`config.mk`:
```
export PLATFORM = sky130hd
export DESIGN_NAME = fetch_ctrl
export DESIGN_NICKNAME = d
export VERILOG_FILES = /design/src/rtl/fetch_ctrl.sv
export SDC_FILE = /design/constraint.sdc
export NUM_CORES = 1
export LEC_CHECK = 0
export BUFFER_PORTS_ARGS = -buffer_cell sky130_fd_sc_hd__buf_2
export CAP_MARGIN = 10
export CORE_ASPECT_RATIO = 2
export CORE_MARGIN = 2
export CORE_UTILIZATION = 40
export DETAILED_ROUTE_END_ITERATION = 6
export PLACE_DENSITY = 0.67
export SKIP_CTS_REPAIR_TIMING = 1
export SYNTH_ARGS = -nofsm -noshare
export SYNTH_HDL_FRONTEND = slang
export SYNTH_SLANG_ARGS = --single-unit
```
`constraint.sdc`:
```
create_clock -name clk -period 4.7 [get_ports clk]
set_input_delay 0.705 -clock clk [delete_from_list [all_inputs] [get_ports clk]]
set_output_delay 0.705 -clock clk [all_outputs]
set_load 0.02 [all_outputs]
```
`src/rtl/fetch_ctrl.sv`:
```
// Instruction-fetch sequencing controller: owns PC load, imem request and IF/ID
// write/flush, resolving branch redirects, decode stalls and imem wait states.
module fetch_ctrl #(
    parameter int BOOT_CYCLES = 2,
    parameter int MAX_STALL   = 16
) (
    input  logic        clk,
    input  logic        rst_n,
    input  logic [31:0] pc_plus4,
    input  logic        ex_mem_pc_src,
    input  logic [31:0] ex_mem_npc,
    input  logic        id_stall,
    input  logic        imem_ready,
    output logic        imem_req,
    output logic        pc_we,
    output logic [31:0] pc_next,
    output logic        if_id_we,
    output logic        if_id_flush,
    output logic        fetch_busy,
    output logic        stall_timeout
);

    typedef enum logic [1:0] {
        S_BOOT  = 2'd0,
        S_FETCH = 2'd1,
        S_REDIR = 2'd2,
        S_HALT  = 2'd3
    } state_t;

    localparam logic [7:0] BOOT_LAST = 8'(BOOT_CYCLES);
    localparam logic [9:0] WAIT_LAST = 10'(MAX_STALL - 1);

    state_t      state;
    logic [7:0]  boot_cnt;
    logic [31:0] redirect_q;
    logic [9:0]  wait_cnt;
    logic        waiting;
    logic        timeout;

    // A wait cycle is any cycle with an outstanding request and no data.
    assign waiting = imem_req && !imem_ready;
    assign timeout = waiting && (wait_cnt == WAIT_LAST);

    always_comb begin
        imem_req    = 1'b0;
        pc_we       = 1'b0;
        pc_next     = 32'd0;
        if_id_we    = 1'b0;
        if_id_flush = 1'b0;
        fetch_busy  = 1'b0;
        case (state)
            S_BOOT: begin
                fetch_busy = 1'b1;
            end
            S_FETCH: begin
                imem_req = 1'b1;
                if (ex_mem_pc_src) begin
                    // Redirect beats a decode stall: the wrong-path slot is flushed.
                    if_id_flush = 1'b1;
                    if (imem_ready) begin
                        pc_we   = 1'b1;
                        pc_next = ex_mem_npc;
                    end
                end else if (id_stall) begin
                    pc_we    = 1'b0;
                    if_id_we = 1'b0;
                end else if (imem_ready) begin
                    pc_we    = 1'b1;
                    pc_next  = pc_plus4;
                    if_id_we = 1'b1;
                end
            end
            S_REDIR: begin
                imem_req    = 1'b1;
                if_id_flush = 1'b1;
                fetch_busy  = 1'b1;
                if (imem_ready) begin
                    pc_we   = 1'b1;
                    pc_next = redirect_q;
                end
            end
            default: begin
            end
        endcase
    end

    always_ff @(posedge clk or negedge rst_n) begin
        if (!rst_n) begin
            state         <= S_BOOT;
            boot_cnt      <= 8'd0;
            redirect_q    <= 32'd0;
            wait_cnt      <= 10'd0;
            stall_timeout <= 1'b0;
        end else begin
            case (state)
                S_BOOT: begin
                    wait_cnt <= 10'd0;
                    if (boot_cnt == BOOT_LAST) begin
                        state <= S_FETCH;
                    end else begin
                        boot_cnt <= boot_cnt + 8'd1;
                    end
                end
                S_FETCH, S_REDIR: begin
                    if (imem_ready) begin
                        wait_cnt <= 10'd0;
                    end else begin
                        wait_cnt <= wait_cnt + 10'd1;
                    end
                    // Timeout outranks every other transition out of these states.
                    if (timeout) begin
                        state         <= S_HALT;
                        stall_timeout <= 1'b1;
                    end else if (state == S_FETCH && ex_mem_pc_src && !imem_ready) begin
                        redirect_q <= ex_mem_npc;
                        state      <= S_REDIR;
                    end else if (state == S_REDIR && imem_ready) begin
                        state <= S_FETCH;
                    end
                end
                default: begin
                    state <= S_HALT;
                end
            endcase
        end
    end

endmodule

```
======== After elaboration in Yosys (flattened, before gate mapping) ========
Index checks and enable logic that the tools add are counted.
storage, ports and cells
  flip-flop bits (word level) ............. 53
  input bits .............................. 69
  output and inout port bits .............. 38
  word-level logic and storage cells ...... 52
cells by class
  add/subtract/negate cells ............... 2
  equality and inequality tests ........... 6
  muxes and demuxes ....................... 23
  bitwise operators ....................... 2
  reduce and logical (&&, ||, !) cells .... 14
operator list
  kind                   number
  $mux 32                5
  $pmux 32 s2            1
  $pmux 10 s2            1
  $add 10x1->10 const B  1
  $eq 10x4->1 const B    1
  $mux 10                1
  $add 8x1->8 const B    1
  $eq 8x2->1 const B     1
  $mux 1                 8
  $mux 2                 4
  $reduce_and 2->1       3
  $logic_and 1x1->1      5
  $ne 4x1->1 const B     1
  $pmux 1 s2             2
  $pmux 2 s2             1
  $reduce_or 2->1        2
  $reduce_and 3->1       1
  $eq 2x1->1 const B     1
  $eq 2x2->1 const B     1
  $logic_not 2->1        1
  $ne 2x2->1 const B     1
  $not 1->1              2
  $reduce_bool 2->1      1
  $logic_not 1->1        1

======== Longest topological paths before layout ========
  depth after elaboration ................. 7
  depth in mapped cells ................... 7

======== Worst setup path after synthesis ========
OpenSTA, ideal clock, no wires.
  path type ............................... input to output
  from .................................... input ex_mem_pc_src
  to ...................................... output pc_next[11]
  data arrival time ....................... 2.033 ns
  required time ........................... 3.995 ns
  setup slack ............................. 1.962 ns
  cell stages on the path ................. 5
  path through ............................ nor4bb_1 > clkbuf_1 > clkbuf_1 > a222oi_1 > nor2b_1
on the way
  cells in the longest elaborated chain, start to end .. 2
RTL lines
  element      line  source
  from (decl)  10    input logic ex_mem_pc_src,
  $mux 32      57    if (ex_mem_pc_src) begin
  $pmux 32 s2  51    case (state)
  to (decl)    16    output logic [31:0] pc_next,
Every way passes these cells.

======== Final worst setup path ========
  from .................................... register state[1]
  to ...................................... output pc_next[2]
on the way
  cells in the longest elaborated chain, start to end .. 2
  elaborated cells between the ends (all ways) .. 3
  those cells by class .................... eq/ne: 2; mux: 1
RTL lines
  element                                          line  source
  from (decl)                                      33    state_t state;
  from (signal assigned)                           89    state <= S_BOOT;
  from (signal assigned)                           99    state <= S_FETCH;
  from (signal assigned)                           112   state <= S_HALT;
  $eq 2x2->1 / $eq 2x1->1 (equally long branches)  51
  $pmux 32 s2 (*)                                  51
Every way passes the cells marked *; elsewhere a longest branch is shown, timed or not.

==> flow_summary_export.csv <==
group,metric,value,unit
power_and_ir_drop,leakage,0.00180,uW
sta,skew,0.00421,ns
global_route,antenna_found_initial,0,
worst_setup_path,cp.arrival,2.65,ns
clocking,htree_levels,2,
routing,dr.pass1.iters,7,
floorplanning,die_h,125,um
global_route,grt_start_max_net_pins,54,
floorplanning,dieArea,8090,um2
global_route,grt_overflow,0,
synth,synth-seq-cells,53,
routing,wl_met1,2560,um
synth,seq_area_frac_synth,45.1,%
worst_setup_path,crit_family,"simple AND/OR/NAND/NOR gates",
routing,met3_wirelength,337,um
sta,max_freq,298,MHz
worst_setup_path,crit_required,3.99,ns
synth,synth_most_common_cell,"dfrtp_1",
placement,gp_congestion,0.789,
sta,post-route-period-util,71.5,%
worst_setup_path,slowest_stage,"nor4bb_4",
clocking,cts_sinks,53,
synth,syn-num-nets,339,
synth,synth_cell_types,38,
cells_and_area,postLayoutCellArea,3710,um2
sta,worst_slack,1.34,ns
sta,tns,0,ns
worst_setup_path,cp_cell_sequence,"inv_1 > ha_1 > nor4bb_4 > buf_4 > a222oi_1 > nor2b_1 > buf_2",
clocking,path_clk_slew,0.07,ns
placement,dp_slack,1.33,ns
min_path,hp-start,"stall_timeout",
run,cap_violations,0,
synth,syn_area_per_cell,11.2,um2
synth,netlist_area,2940,um2
clocking,cts_root_buf,"clkbuf_16",
sta,max_slew_margin,18.9,%
floorplanning,initial_core_util,40.7,%
synth,yosysWarningCount,0,
routing,drtIter0Drc,169,
global_route,grt_pass1_vias,2547,
clocking,clk_latency,0.29,ns
synth,ys_async_sr_fraction,100,%
synth,synth_flop_cell,"dfrtp_1",
routing,num_vias,2468,
synth,synth_top_area_share,45.1,%
routing,drt-total-wl,7190,um
routing,routedWlPerCell,15.9,um
global_route,grtUsageTotal,18.4,%
sta,worstMarginPinSlew,1.22,ns
cells_and_area,syn_to_final_growth,26.4,%
floorplanning,design.core.area,7210,um2
worst_setup_path,max_stage_delay,0.80,ns
synth,synth_common_cells,"dfrtp_1 (53), nor2b_1 (34), a222oi_1 (32)",
worst_setup_path,critical_path_buf_inv_count,3,
worst_setup_path,startpoint_type,"flop",
worst_setup_path,crit_path_end_kind,"primary output",
sta,fin_crit,3.36,ns
floorplanning,row_count,44,
cells_and_area,utilization,51.5,%
worst_setup_path,r2r_start,"state[0]",
synth,yosysTopAreaCell,"dfrtp_1",
power_and_ir_drop,peakVddDrop,0.168,mV
sta,hold_viol_final,0,
floorplanning,num_io_pins,107,
floorplanning,die_w,64.6,um
sta,finalSetupViolations,0,
sta,grt_setup_unrepaired,"no",
placement,hpwl,5360,um
routing,drc,0,
clocking,cts_tree,"done",
global_route,grt_pass1_wl,11800,um
clocking,cts_buffers,5,
power_and_ir_drop,p_per_area,248,nW/um2
routing,ant_nets,0,
placement,io_buffers,106,
placement,postPlaceCellArea,3540,um2
sta,slew_violations,0,
worst_setup_path,critPathKind,"reg -> out",
routing,avgViaCountPerCell,5.46,
worst_setup_path,path_max_fanout,18,
routing,met2_wirelength,4150,um
cells_and_area,num_antenna_cells,0,
min_path,hold_path.class,"reg -> reg",
synth,synth_edf_count,0,
status,status,"finished clean",
routing,top_layer_used,"met4",
synth,synth_area_leaders,"dfrtp_1 (45%), mux2_2 (12%), a222oi_1 (11%), nor2b_1 (7.2%), ha_1 (3.0%)",
worst_setup_path,crit_start,"state[1]",
cells_and_area,drive_gt1_share,42.8,%
cells_and_area,finalNetCount,435,
synth,synth_cells,263,
clocking,clk_path_buf_depth,2,
cell type report:
cell class	count	area, um2
well taps	92	115
inverters	4	15.0
multi-input cells	186	1530
fillers	702	3500
clock buffers	7	143
clock inverters	1	30.0
flip-flops and latches	53	1330
repair buffers	109	553
cells by family after synthesis:
family / Yosys count / share of synthesized area, %
and+or+nand+nor: 88 / 17.4
DFF: 53 / 45.1
AOI/OAI and AO/OA: 45 / 14.6
muxes: 33 / 12.6
buffers and inverters: 24 / 3.45
xor gates and xnor gates: 13 / 3.88
adders and majority gates: 7 / 2.98
layer usage:
metal	global-route usage [%]	vias to the layer above
met5	0	-
met4	7.01	0
met3	2.70	10
met2	35.0	76
met1	19.7	1204
li1	-	1178
metrics by stage:
stage	total power (uW)	instances	hold slack, ns
floorplan	466	263	0.409
global placement	510	444	0.478
detailed placement	510	444	0.491
CTS	933	452	0.505
global route	954	452	0.518
finish	919	452	0.488
state kept, by name, summed over array words and instances (netlist names):
name,cells
wait_cnt,10
stall_timeout,1
boot_cnt,8
redirect_q,32
state,2
worst paths after layout:
path / slack, ns / endpoint / cells past startpoint
max: 1.34 / pc_next[2] / 7
min: 0.49 / stall_timeout / 1
max reg2reg: 1.38 / redirect_q[3] / 7
min reg2reg: 0.49 / stall_timeout / 1
max in group asynchronous: 3.73 / redirect_q[2] / 2
min in group asynchronous: 0.52 / redirect_q[18] / 2
cell usage in the layout, fill, tap and decap left out, drive strengths merged, types with 4 or more instances in the layout:
cell,netlist,routed
nand2,12,12
nor2b,34,34
xnor2,7,7
mux2,32,32
nand4,4,4
dfrtp,53,53
a222oi,32,32
xor2,6,6
nor2,14,14
ha,7,7
buf,3,109
o21ai,4,4
clkbuf,17,7
inv,4,4
report_power, final:
group	internal (uW)	switching (uW)	leakage, uW
clock network	266	153	0.0000841
registers	456	0	0.000720
logic	21.3	23.0	0.000998
Note: power is estimated with default switching activity, not from simulation.
